$ cat src/rtl/serial_add_ctrl.sv
// Bit-serial adder sequencer: drives one external full-adder cell LSB first,
// one bit per clock, and reports sum, unsigned carry-out and signed overflow.
module serial_add_ctrl #(
   parameter int unsigned WIDTH = 8
) (
   input  logic             clk,
   input  logic             rst_n,
   input  logic             start,
   input  logic [WIDTH-1:0] a,
   input  logic [WIDTH-1:0] b,
   input  logic             cin,
   output logic             fa_a,
   output logic             fa_b,
   output logic             fa_cin,
   input  logic             fa_s,
   input  logic             fa_co,
   output logic             busy,
   output logic             done,
   output logic [WIDTH-1:0] sum,
   output logic             cout,
   output logic             overflow
);

   localparam int unsigned CW = (WIDTH > 1) ? $clog2(WIDTH) : 1;

   typedef enum logic [1:0] {
      ST_IDLE = 2'd0,
      ST_ADD  = 2'd1,
      ST_DONE = 2'd2
   } state_t;

   state_t           state, state_nx;
   logic [WIDTH-1:0] a_sh, a_sh_nx;
   logic [WIDTH-1:0] b_sh, b_sh_nx;
   logic [WIDTH-1:0] sum_sh, sum_sh_nx;
   logic [WIDTH-1:0] sum_nx;
   logic             carry, carry_nx;
   logic             msb_cin, msb_cin_nx;
   logic             cout_nx, overflow_nx;
   logic [CW-1:0]    cnt, cnt_nx;

   // Status flags are direct decodes of the state register
   assign busy = (state == ST_ADD);
   assign done = (state == ST_DONE);

   // State and datapath registers
   always_ff @(posedge clk or negedge rst_n) begin
      if (!rst_n) begin
         state    <= ST_IDLE;
         a_sh     <= '0;
         b_sh     <= '0;
         sum_sh   <= '0;
         sum      <= '0;
         carry    <= 1'b0;
         msb_cin  <= 1'b0;
         cout     <= 1'b0;
         overflow <= 1'b0;
         cnt      <= '0;
      end else begin
         state    <= state_nx;
         a_sh     <= a_sh_nx;
         b_sh     <= b_sh_nx;
         sum_sh   <= sum_sh_nx;
         sum      <= sum_nx;
         carry    <= carry_nx;
         msb_cin  <= msb_cin_nx;
         cout     <= cout_nx;
         overflow <= overflow_nx;
         cnt      <= cnt_nx;
      end
   end

   // Next-state, datapath update and full-adder drive
   always_comb begin
      state_nx    = state;
      a_sh_nx     = a_sh;
      b_sh_nx     = b_sh;
      sum_sh_nx   = sum_sh;
      sum_nx      = sum;
      carry_nx    = carry;
      msb_cin_nx  = msb_cin;
      cout_nx     = cout;
      overflow_nx = overflow;
      cnt_nx      = cnt;
      fa_a        = 1'b0;
      fa_b        = 1'b0;
      fa_cin      = 1'b0;

      case (state)
         ST_IDLE: begin
            if (start) begin
               a_sh_nx   = a;
               b_sh_nx   = b;
               carry_nx  = cin;
               sum_sh_nx = '0;
               cnt_nx    = '0;
               state_nx  = ST_ADD;
            end
         end
         ST_ADD: begin
            fa_a      = a_sh[0];
            fa_b      = b_sh[0];
            fa_cin    = carry;
            a_sh_nx   = a_sh >> 1;
            b_sh_nx   = b_sh >> 1;
            sum_sh_nx = {fa_s, sum_sh[WIDTH-1:1]};
            carry_nx  = fa_co;
            cnt_nx    = cnt + CW'(1);
            // Carry out of bit WIDTH-2 is the carry into the MSB
            if (cnt == CW'(WIDTH - 2)) begin
               msb_cin_nx = fa_co;
            end
            if (cnt == CW'(WIDTH - 1)) begin
               sum_nx      = {fa_s, sum_sh[WIDTH-1:1]};
               cout_nx     = fa_co;
               overflow_nx = msb_cin ^ fa_co;
               state_nx    = ST_DONE;
            end
         end
         ST_DONE: begin
            state_nx = ST_IDLE;
         end
         default: begin
            state_nx = ST_IDLE;
         end
      endcase
   end

endmodule

$ cat config.mk
export PLATFORM = sky130hd
export DESIGN_NAME = serial_add_ctrl
export DESIGN_NICKNAME = d
export VERILOG_FILES = /design/src/rtl/serial_add_ctrl.sv
export SDC_FILE = /design/constraint.sdc
export NUM_CORES = 1
export LEC_CHECK = 0
export BUFFER_PORTS_ARGS = -buffer_cell sky130_fd_sc_hd__clkbuf_2
export CAP_MARGIN = 15
export CELL_PAD_IN_SITES_DETAIL_PLACEMENT = 1
export CELL_PAD_IN_SITES_GLOBAL_PLACEMENT = 1
export CORE_MARGIN = 3
export CORE_UTILIZATION = 25
export CTS_BUF_LIST = sky130_fd_sc_hd__clkbuf_4
export CTS_CLUSTER_DIAMETER = 100
export DETAILED_ROUTE_END_ITERATION = 12
export PLACE_DENSITY = 0.54
export SLEW_MARGIN = 15
export SYNTH_ARGS = -nofsm -noshare
export SYNTH_HDL_FRONTEND = slang
export SYNTH_SLANG_ARGS = --single-unit
$ cat constraint.sdc
create_clock -name clk -period 2.1 [get_ports clk]
set_clock_uncertainty 0.2 [all_clocks]
set_input_delay 0.315 -clock clk [delete_from_list [all_inputs] [get_ports clk]]
set_output_delay 0.315 -clock clk [all_outputs]
set_load 0.02 [all_outputs]
==> metrics.txt, run 1 <==
Synth Flop Type dfrtp_1; Post-Syn Area 1770 um2; number of global-route vias before repair 1464; share of cells above drive strength 1 approximately 35%; hold path depth 2; residual DRC count 0; Initial Util 25.9%; R2R Path Start cnt[0]; root buffer cell clkbuf_4; Overflow after GRT 0; first-pass GRT wire length approximately 7400 um; post-synthesis average cell area around 12 um2; Worst R2R Setup Slack 0.41 ns; crit end category primary output; worst hold start fa_s; Area contributors post-synth dfrtp_1 (56%), o22ai_1 (9.9%), mux2_2 (5.7%); CTS tree done; most instantiated library cell after synthesis dfrtp_1; area leader, netlist dfrtp_1; CP max stage cell dfrtp_2; Top Family by Delay on Critical Path flip-flops; DRT Pass-1 Iters 4; die area between 8000 and 9000 um2; Nets roughly 220; DRT iter0 DRCs 66; area of the core just under 7000 um2; vias per cell between 4 and 5; Worst VDD drop 395 uV; Post-Syn Nets 176; Cells after Synth ~150; CP bufs+invs 2; Worst-Margin Slew between 0.5 and 0.6 ns; Hold Slack 0.0112 ns; CP Data Arrival Time 1.45 ns; Vias approximately 1400; power density over the cells 1430 nW/um2; worst min path class input port to register; largest net degree at the start of global routing 22; Synth top area share a little under three fifths; Critical Path Max Stage Delay slightly below 0.5 ns; synthesis-stage register bit count 40; clk sink count 40; Final Hold Vio Count 0; TritonCTS buffer count 5; H-Tree Depth 2; # setup viols final 0; Die Wd about 90 um; die height 90.2 um; critical-path maximum fanout 13; EDFF count, synth 0; Fmax a little over 0.5 GHz; antenna cells 0; Netlist cell types 24; Max Cap Viol 0; period utilization 93.7%; total track usage 11.3%; row cnt 30; Setup crit start kind register; crit-path cells nand2b_4 > inv_6 > and2_1 > clkbuf_2; drt total wl between 4000 and 5000 um; RD Place Congestion between 0.7 and 0.8; most common library cells after synthesis dfrtp_1 (40), o22ai_1 (28), a21oi_1 (16); status finished, final reports clean; share of synthesized flip-flops with an asynchronous set or reset between 90% and 100%; Area Overhead vs Synth 21.8%; Reg clk slew, reported paths about 0.13 ns; ANT nets after route 0; # port buffers 36; Tmin final between 1.5 and 2 ns; Clock Path Buffers 2; critical path class register to primary output; yosys warns 0; Worst Hold Endpoint sum_sh[7]; slew margin rel. 63.6%; initial antenna violation count 0; register area share after synthesis about 56%; Static Leak 1.01 nW; Reg2Reg Depth 4; io pins 37; RSZ-0062 raised after global routing no; Worst-Skew Late Latency between 0.3 and 0.4 ns; drt wl/cell around 15 um; Final HPWL DP between 2000 and 3000 um; Reg-to-Reg End sum[7]; setup TNS 0 ns; Slew Viols, Final 0; Critical Path RT 1.58 ns
what timing repair did:
| item | in CTS | in global routing |
|---|---|---|
| cloned | 0 | 0 |
| buffers inserted | 1 | 0 |
| setup endpoints to repair | 3 | 1 |
| resized for setup | 0 | 1 |
| endpoints found under the hold margin | 21 | 0 |
| hold buffers | 3 | 0 |
| pin swaps | 0 | 0 |
how the worst max path moves through the flow:
stage                   from      to  slack [ns]  depth (start not counted)
detailed placement  state[1]  fa_cin        0.33                          4
floorplan             cnt[0]    cout        0.37                          5
global placement    state[1]    fa_a        0.36                          4
finish              state[1]  fa_cin        0.13                          4
CTS                 state[1]  fa_cin        0.09                          4
global route        state[1]  fa_cin        0.03                          4
layer usage:
metal	vias up	share of wire (%)	global-route usage, %
met4	0	1.6	4.59
met2	23	46	17.5
li1	644	-	-
met5	-	0	0
met1	684	49	15.3
met3	6	3.4	2.18
placed cells by master, fill, tap and decap left out, types with 2 or more instances in the layout:
master and count:
dfrtp_1 39, clkbuf_2 36, o22ai_1 28, a21oi_1 16
mux2_2 9, o21ai_0 8, a22o_1 8, buf_4 8
clkbuf_4 6, inv_1 5, nand2_1 5, nor2_1 3
and2_1 3, ha_1 3, dlygate4sd3_1 3, nor2b_1 2
layout make-up:
type | instances | area, um2
clock buffer | 6 | 45.0
timing repair buffer | 47 | 270
sequential | 40 | 1000
inverter | 6 | 27.5
tap | 96 | 120
multi-input combinational | 93 | 657
clock inverter | 2 | 35.0
fill | 810 | 4670
registers in the layout, indices dropped and copies added, names as in the netlist:
signal	flops
cout	1
msb_cin	1
a_sh	8
carry	1
b_sh	8
cnt	3
state	2
sum_sh	7
overflow	1
sum	8
where the power goes:
part | switching (mW) | total (mW) | internal, mW
clock network | 0.266 | 0.529 | 0.263
registers | 0.240 | 1.34 | 1.10
logic | 0.689 | 1.21 | 0.523
total | 1.20 | 3.09 | 1.89
kinds of logic after synthesis:
logic type | synth area share, %
xor gates and xnor gates | 0.494
adders and majority gates | 2.12
and+or+nand+nor | 6.85
AOI/OAI and AO/OA | 21.0
DFF | 56.5
buffers and inverters | 6.43
muxes | 6.57
metrics by stage:
step / cells / instance area [um2] / worst slack, ns / util (%) / power [mW]
final: 290 / 2160 / 0.132 / 31.6 / 3.09
after global routing: 290 / 2160 / 0.0319 / 31.6 / 3.34
after CTS: 290 / 2160 / 0.0858 / 31.6 / 3.13
after detailed placement: 278 / 2040 / 0.335 / 29.8 / 2.58
after global placement: 278 / 2040 / 0.360 / 29.8 / 2.55
after floorplan: 151 / 1770 / 0.370 / - / 2.24
Note: power is estimated with default switching activity, not from simulation.
==> run 2, diff against run 1 <==
--- a/config.mk
+++ b/config.mk
@@ -7,14 +7,14 @@
 export LEC_CHECK = 0
 export BUFFER_PORTS_ARGS = -buffer_cell sky130_fd_sc_hd__clkbuf_2
 export CAP_MARGIN = 15
-export CELL_PAD_IN_SITES_DETAIL_PLACEMENT = 1
-export CELL_PAD_IN_SITES_GLOBAL_PLACEMENT = 1
-export CORE_MARGIN = 3
+export CELL_PAD_IN_SITES_DETAIL_PLACEMENT = 2
+export CELL_PAD_IN_SITES_GLOBAL_PLACEMENT = 2
+export CORE_MARGIN = 2
 export CORE_UTILIZATION = 25
 export CTS_BUF_LIST = sky130_fd_sc_hd__clkbuf_4
 export CTS_CLUSTER_DIAMETER = 100
 export DETAILED_ROUTE_END_ITERATION = 12
-export PLACE_DENSITY = 0.54
+export PLACE_DENSITY = 0.62
 export SLEW_MARGIN = 15
 export SYNTH_ARGS = -nofsm -noshare
 export SYNTH_HDL_FRONTEND = slang
==> run 2 against run 1 <==
Against the previous run:
- combinational power hardly changed
- final cell count is 0.69% lower
- global-route usage is 1.7 points higher
- die area is 4.4% lower
- first-iteration DRC count is 62% lower
- critical endpoint is now fa_a
- largest cell class unchanged
- critical path type unchanged
==> metrics.txt, run 2 (same netlist as run 1, synthesis figures left out) <==
status finished, final reports clean; flip-flop and latch area approximately 1000 um2; Nets 216; root buffer cell clkbuf_4; drt wl/cell around 16 um; largest net degree at the start of global routing 41; drt total wl 4570 um; Final Instance Area roughly 2100 um2; Worst R2R Setup Slack approximately 0.4 ns; critical path class register to primary output; DRT iter0 DRCs 25; TritonCTS buffer count 5; Slew Viols, Final 0; Place WS around 0.39 ns; Final Hold Vio Count 0; initial antenna violation count 0; setup TNS 0 ns; Die Wd 88.2 um; Reg clk slew, reported paths about 0.13 ns; Worst-Skew Late Latency between 0.3 and 0.4 ns; ANT nets after route 0; RD Place Congestion around 0.73; Worst VDD drop 427 uV; residual DRC count 0; die height a little under 90 um; commonest non-fill, non-tap cells in the layout dfrtp_1 (38), clkbuf_2 (36), o22ai_1 (28), a21oi_1 (16), mux2_2 (9); total track usage between 10% and 20%; area of the multi-input gates between 600 and 700 um2; Final HPWL DP 3210 um; Post-Layout Cell Count 288; first-pass GRT wire length a little under 8000 um; Area Overhead vs Synth 21.1%; worst setup margin ~0.13 ns; clk sink count 40; Largest regs a_sh: 8 flops, b_sh: 8 flops, sum: 8 flops; vias per cell roughly 4.8; number of global-route vias before repair around 1500; Clock Path Buffers 2; CP Data Arrival Time between 1 and 1.5 ns; area of the core ~7000 um2; RSZ-0062 raised after global routing no; Critical Path RT ~1.6 ns; power density over the cells ~1400 nW/um2; Power, Total between 3 and 4 mW; Tmin final 1.97 ns; Setup crit start kind register; # port buffers 36; Post-Place Cells 276; Vias 1377; H-Tree Depth 2; row cnt 30; Overflow after GRT 0; slew margin rel. slightly above 60%; antenna cells 0; Max Cap Viol 0; Worst-Margin Slew slightly below 0.6 ns; share of cells above drive strength 1 around 34%; critical-path maximum fanout 13; most common cell after layout, fill and taps aside dfrtp_1; crit end category primary output; DRT Pass-1 Iters 4; period utilization ~94%; Filler cells between 700 and 800; # setup viols final 0; postcts setup bufs 0; die area around 8000 um2; Initial Util about a quarter; CTS tree done; worst min path class input port to register; Static Leak about 1 nW; Post-DP Area roughly 2000 um2; Fmax between 0.5 and 0.6 GHz; io pins 37
==> run 2: cell count changes in the layout (fill, tap and decap cells not counted), sizes merged <==
cell | before | now
dlygate4sd3 | 3 | 4
buf | 8 | 5
==> run 2: stage by stage <==
stage	hold WS (ns)	utilization (%)
floorplan	-0.181	-
global placement	0.198	29.6
detailed placement	0.214	29.6
CTS	0.0480	31.4
global route	0.0585	31.4
finish	0.0596	31.4
==> run 2: report_power, final <==
group	leakage, nW	internal, mW	switching [mW]
logic	0.464	0.510	0.684
clock network	0.0456	0.263	0.255
registers	0.488	1.11	0.278
==> run 2: critical path, stage by stage, from the launching register on <==
cell and delay, ns:
dfrtp_2 0.49, nand2b_4 0.18, inv_6 0.12, and2_1 0.15, clkbuf_2 0.16
==> run 2: path summary, 6_finish.rpt <==
path	startpoint	end	cells past startpoint
min in group asynchronous	rst_n	msb_cin	3
worst max register to register	cnt[0]	sum[1]	4
worst min register to register	overflow	overflow	2
worst min-delay path	fa_co	msb_cin	2
max in group asynchronous	rst_n	state[1]	3
worst max-delay path	state[1]	fa_a	4
==> run 2: cell type report <==
type | count | share of cell area, %
clock inverters | 2 | 1.63
inverters | 6 | 1.28
repair buffers | 45 | 12.0
flip-flops and latches | 40 | 46.8
multi-input cells | 93 | 30.6
well taps | 96 | 5.60
clock buffers | 6 | 2.10
==> run 2: what timing repair did <==
action                                 CTS  global route
hold buffers                             4             0
resized for setup                        0             2
setup endpoints to repair                0             3
endpoints found under the hold margin   43             0
==> run 2: metal layers <==
metal  routed length [um]  global-route usage [%]  up-vias
li1                     -                       -      637
met1                 1980                    16.4      705
met2                 2310                    21.7       26
met3                  171                    2.64        9
met4                  106                    5.37        0
met5                    0                       0        -
==> run 3, diff against run 2 <==
--- a/config.mk
+++ b/config.mk
@@ -5,16 +5,18 @@
 export SDC_FILE = /design/constraint.sdc
 export NUM_CORES = 1
 export LEC_CHECK = 0
+export ABC_AREA = 1
 export BUFFER_PORTS_ARGS = -buffer_cell sky130_fd_sc_hd__clkbuf_2
 export CAP_MARGIN = 15
 export CELL_PAD_IN_SITES_DETAIL_PLACEMENT = 2
 export CELL_PAD_IN_SITES_GLOBAL_PLACEMENT = 2
+export CORE_ASPECT_RATIO = 1.25
 export CORE_MARGIN = 2
 export CORE_UTILIZATION = 25
 export CTS_BUF_LIST = sky130_fd_sc_hd__clkbuf_4
 export CTS_CLUSTER_DIAMETER = 100
 export DETAILED_ROUTE_END_ITERATION = 12
-export PLACE_DENSITY = 0.62
+export PLACE_DENSITY = 0.67
 export SLEW_MARGIN = 15
 export SYNTH_ARGS = -nofsm -noshare
 export SYNTH_HDL_FRONTEND = slang
==> run 3 against run 2 <==
Against the previous run:
- non-clock buffer count decreased by 1
- worst hold slack got worse by 0.039 ns
- area after synthesis increased by 11%
- sequential cell count unchanged
- largest power group is now combinational cells
==> metrics.txt, run 3 <==
row cnt 36; final core occ around 30%; synthesis-stage register bit count 40; CTS tree done; DRT iter0 DRCs 37; power density over the cells 1460 nW/um2; root buffer cell clkbuf_4; RSZ-0062 raised after global routing no; Initial Util 25.6%; flip-flop and latch area ~1000 um2; Worst-Skew Late Latency between 0.3 and 0.4 ns; residual DRC count 0; Worst VDD drop between 400 and 500 uV; most instantiated library cell after synthesis nand2_1; Top Family by Delay on Critical Path flip-flops; CP Data Arrival Time about 1.4 ns; critical path class register to primary output; share of cells above drive strength 1 a little under a quarter; Nets 303; setup TNS 0 ns; yosys warns 0; crit end category primary output; Synth top area share 50.9%; Vias between 1500 and 2000; Tmin final approximately 1.9 ns; # port buffers 36; most common cell after layout, fill and taps aside nand2_1; Area contributors post-synth dfrtp_1 (51%), nand2_1 (14%), inv_1 (8.0%); # setup viols final 0; crit-path cells clkinv_4 > nand2_8 > nor2_1 > clkbuf_2; area of the core slightly below 8000 um2; critical-path maximum fanout 23; antenna cells 0; drt total wl ~4800 um; H-Tree Depth 2; Cells after Synth 237; Area Overhead vs Synth 18.7%; initial antenna violation count 0; TritonCTS buffer count 5; Final Hold Vio Count 0; Post-DP Area approximately 2200 um2; die height about 100 um; Netlist cell types 20; Synth Flop Type dfrtp_1; Max Cap Viol 0; Overflow after GRT 0; Largest regs a_sh: 8 flops, b_sh: 8 flops, sum: 8 flops; largest net degree at the start of global routing 41; RD Place Congestion 0.693; first-pass GRT wire length roughly 8400 um; Final Instance Area 2340 um2; Worst-Margin Slew ~0.54 ns; most common library cells after synthesis nand2_1 (75), inv_1 (42), dfrtp_1 (40); Final HPWL DP about 3300 um; DRT Pass-1 Iters 4; register area share after synthesis between 50% and 60%; area leader, netlist dfrtp_1; slew margin rel. between 60% and 70%; Critical Path Max Stage Delay about 0.46 ns; Filler cells between 900 and 1000; total track usage between 10% and 20%; Clock Path Buffers 2; Slew Viols, Final 0; commonest non-fill, non-tap cells in the layout nand2_1 (75), inv_1 (42), dfrtp_1 (39), clkbuf_2 (36), nand3_1 (30); Post-Syn Area between 1500 and 2000 um2; Setup crit start kind register; CP max stage cell dfrtp_1; clk sink count 40; share of synthesized flip-flops with an asynchronous set or reset between 90% and 100%; ANT nets after route 0; worst min path class input port to register; io pins 37; area of the multi-input gates between 700 and 800 um2; drt wl/cell approximately 13 um; vias per cell ~4.4; postcts setup bufs 0; Reg clk slew, reported paths around 0.12 ns; Post-Syn Nets ~260; CP bufs+invs 2; Die Wd around 83 um; Fmax 0.519 GHz; status finished, final reports clean; post-synthesis average cell area 8.30 um2; period utilization about nine tenths; number of global-route vias before repair between 1500 and 2000; die area 8600 um2; EDFF count, synth 0; Static Leak around 1.3 nW; Critical Path RT 1.58 ns
[run 3: cell count changes in the layout (fill, tap and decap cells not counted), sizes merged, moves of 3 or more]
cell and delta:
a21oi -16, a22o -8, and2 -3, inv +37, mux2 -10, nand2 +74, nand3 +29, nor2 +4
o21ai +13, o22ai -27
[run 3: layout make-up]
| cell class | count | share of cell area [%] |
|---|---|---|
| Clock buffer | 5 | 1.61 |
| Sequential cell | 40 | 42.9 |
| Clock inverter | 3 | 1.61 |
| Tap cell | 95 | 5.09 |
| Inverter | 44 | 7.28 |
| Timing Repair Buffer | 44 | 10.7 |
| Multi-Input combinational cell | 143 | 30.8 |
[run 3: worst register-to-register path, delay by kind of cell, from the launching register on]
family	cells	cell delay (ns)
and+or+nand+nor	4	0.49
DFF	1	0.46
buffers and inverters	2	0.36
[run 3: layer usage]
layer / track usage, % / wire [um] / vias up
met1: 14.2 / 2030 / 809
met4: 5.67 / 107 / 0
met5: 0 / 0 / -
li1: - / - / 800
met2: 22.8 / 2470 / 26
met3: 2.86 / 147 / 7
[run 3: worst paths after layout]
check	slack [ns]	from	end	cells past startpoint
setup reg to reg	0.48	state[1]	b_sh[4]	6
hold / removal	0.02	fa_co	msb_cin	3
setup / recovery	0.17	state[1]	fa_a	4
min in group asynchronous	0.34	rst_n	sum[1]	3
max in group asynchronous	0.98	rst_n	state[0]	3
hold reg to reg	0.30	sum[7]	sum[7]	2
[run 3: timing repair]
item,4_1_cts,5_1_grt
hold buffers,4,0
hold endpoints to repair,44,0
resized for setup,1,4
endpoints found under the setup margin,3,4
pin swaps,0,0
[run 3: where the power goes]
part | internal, mW | leakage, nW | switching (mW)
clock network | 0.243 | 0.0403 | 0.276
registers | 1.13 | 0.493 | 0.208
logic | 0.546 | 0.753 | 0.996
total | 1.92 | 1.29 | 1.48
[run 3: logic make-up after synthesis]
kind of cell,share of synthesized area (%)
AND/OR/NAND/NOR,26.0
buffers and inverters,13.0
flip-flops,50.9
AO/OA/AOI/OAI,7.76
adder cells (fa/ha/maj),1.91
XOR/XNOR,0.445
[run 3: per-stage QoR]
| stage | setup WS (ns) | hold WS, ns | std cells | power, mW |
|---|---|---|---|---|
| 4_1_cts | 0.00250 | 0.0112 | 374 | 3.49 |
| 3_3_place_gp | 0.431 | 0.228 | 362 | 2.86 |
| 6_report | 0.175 | 0.0205 | 374 | 3.40 |
| 3_5_place_dp | 0.388 | 0.230 | 362 | 2.93 |
| 2_1_floorplan | 0.481 | -0.181 | 237 | 2.52 |
| 5_1_grt | 0.0425 | 0.0380 | 374 | 3.77 |
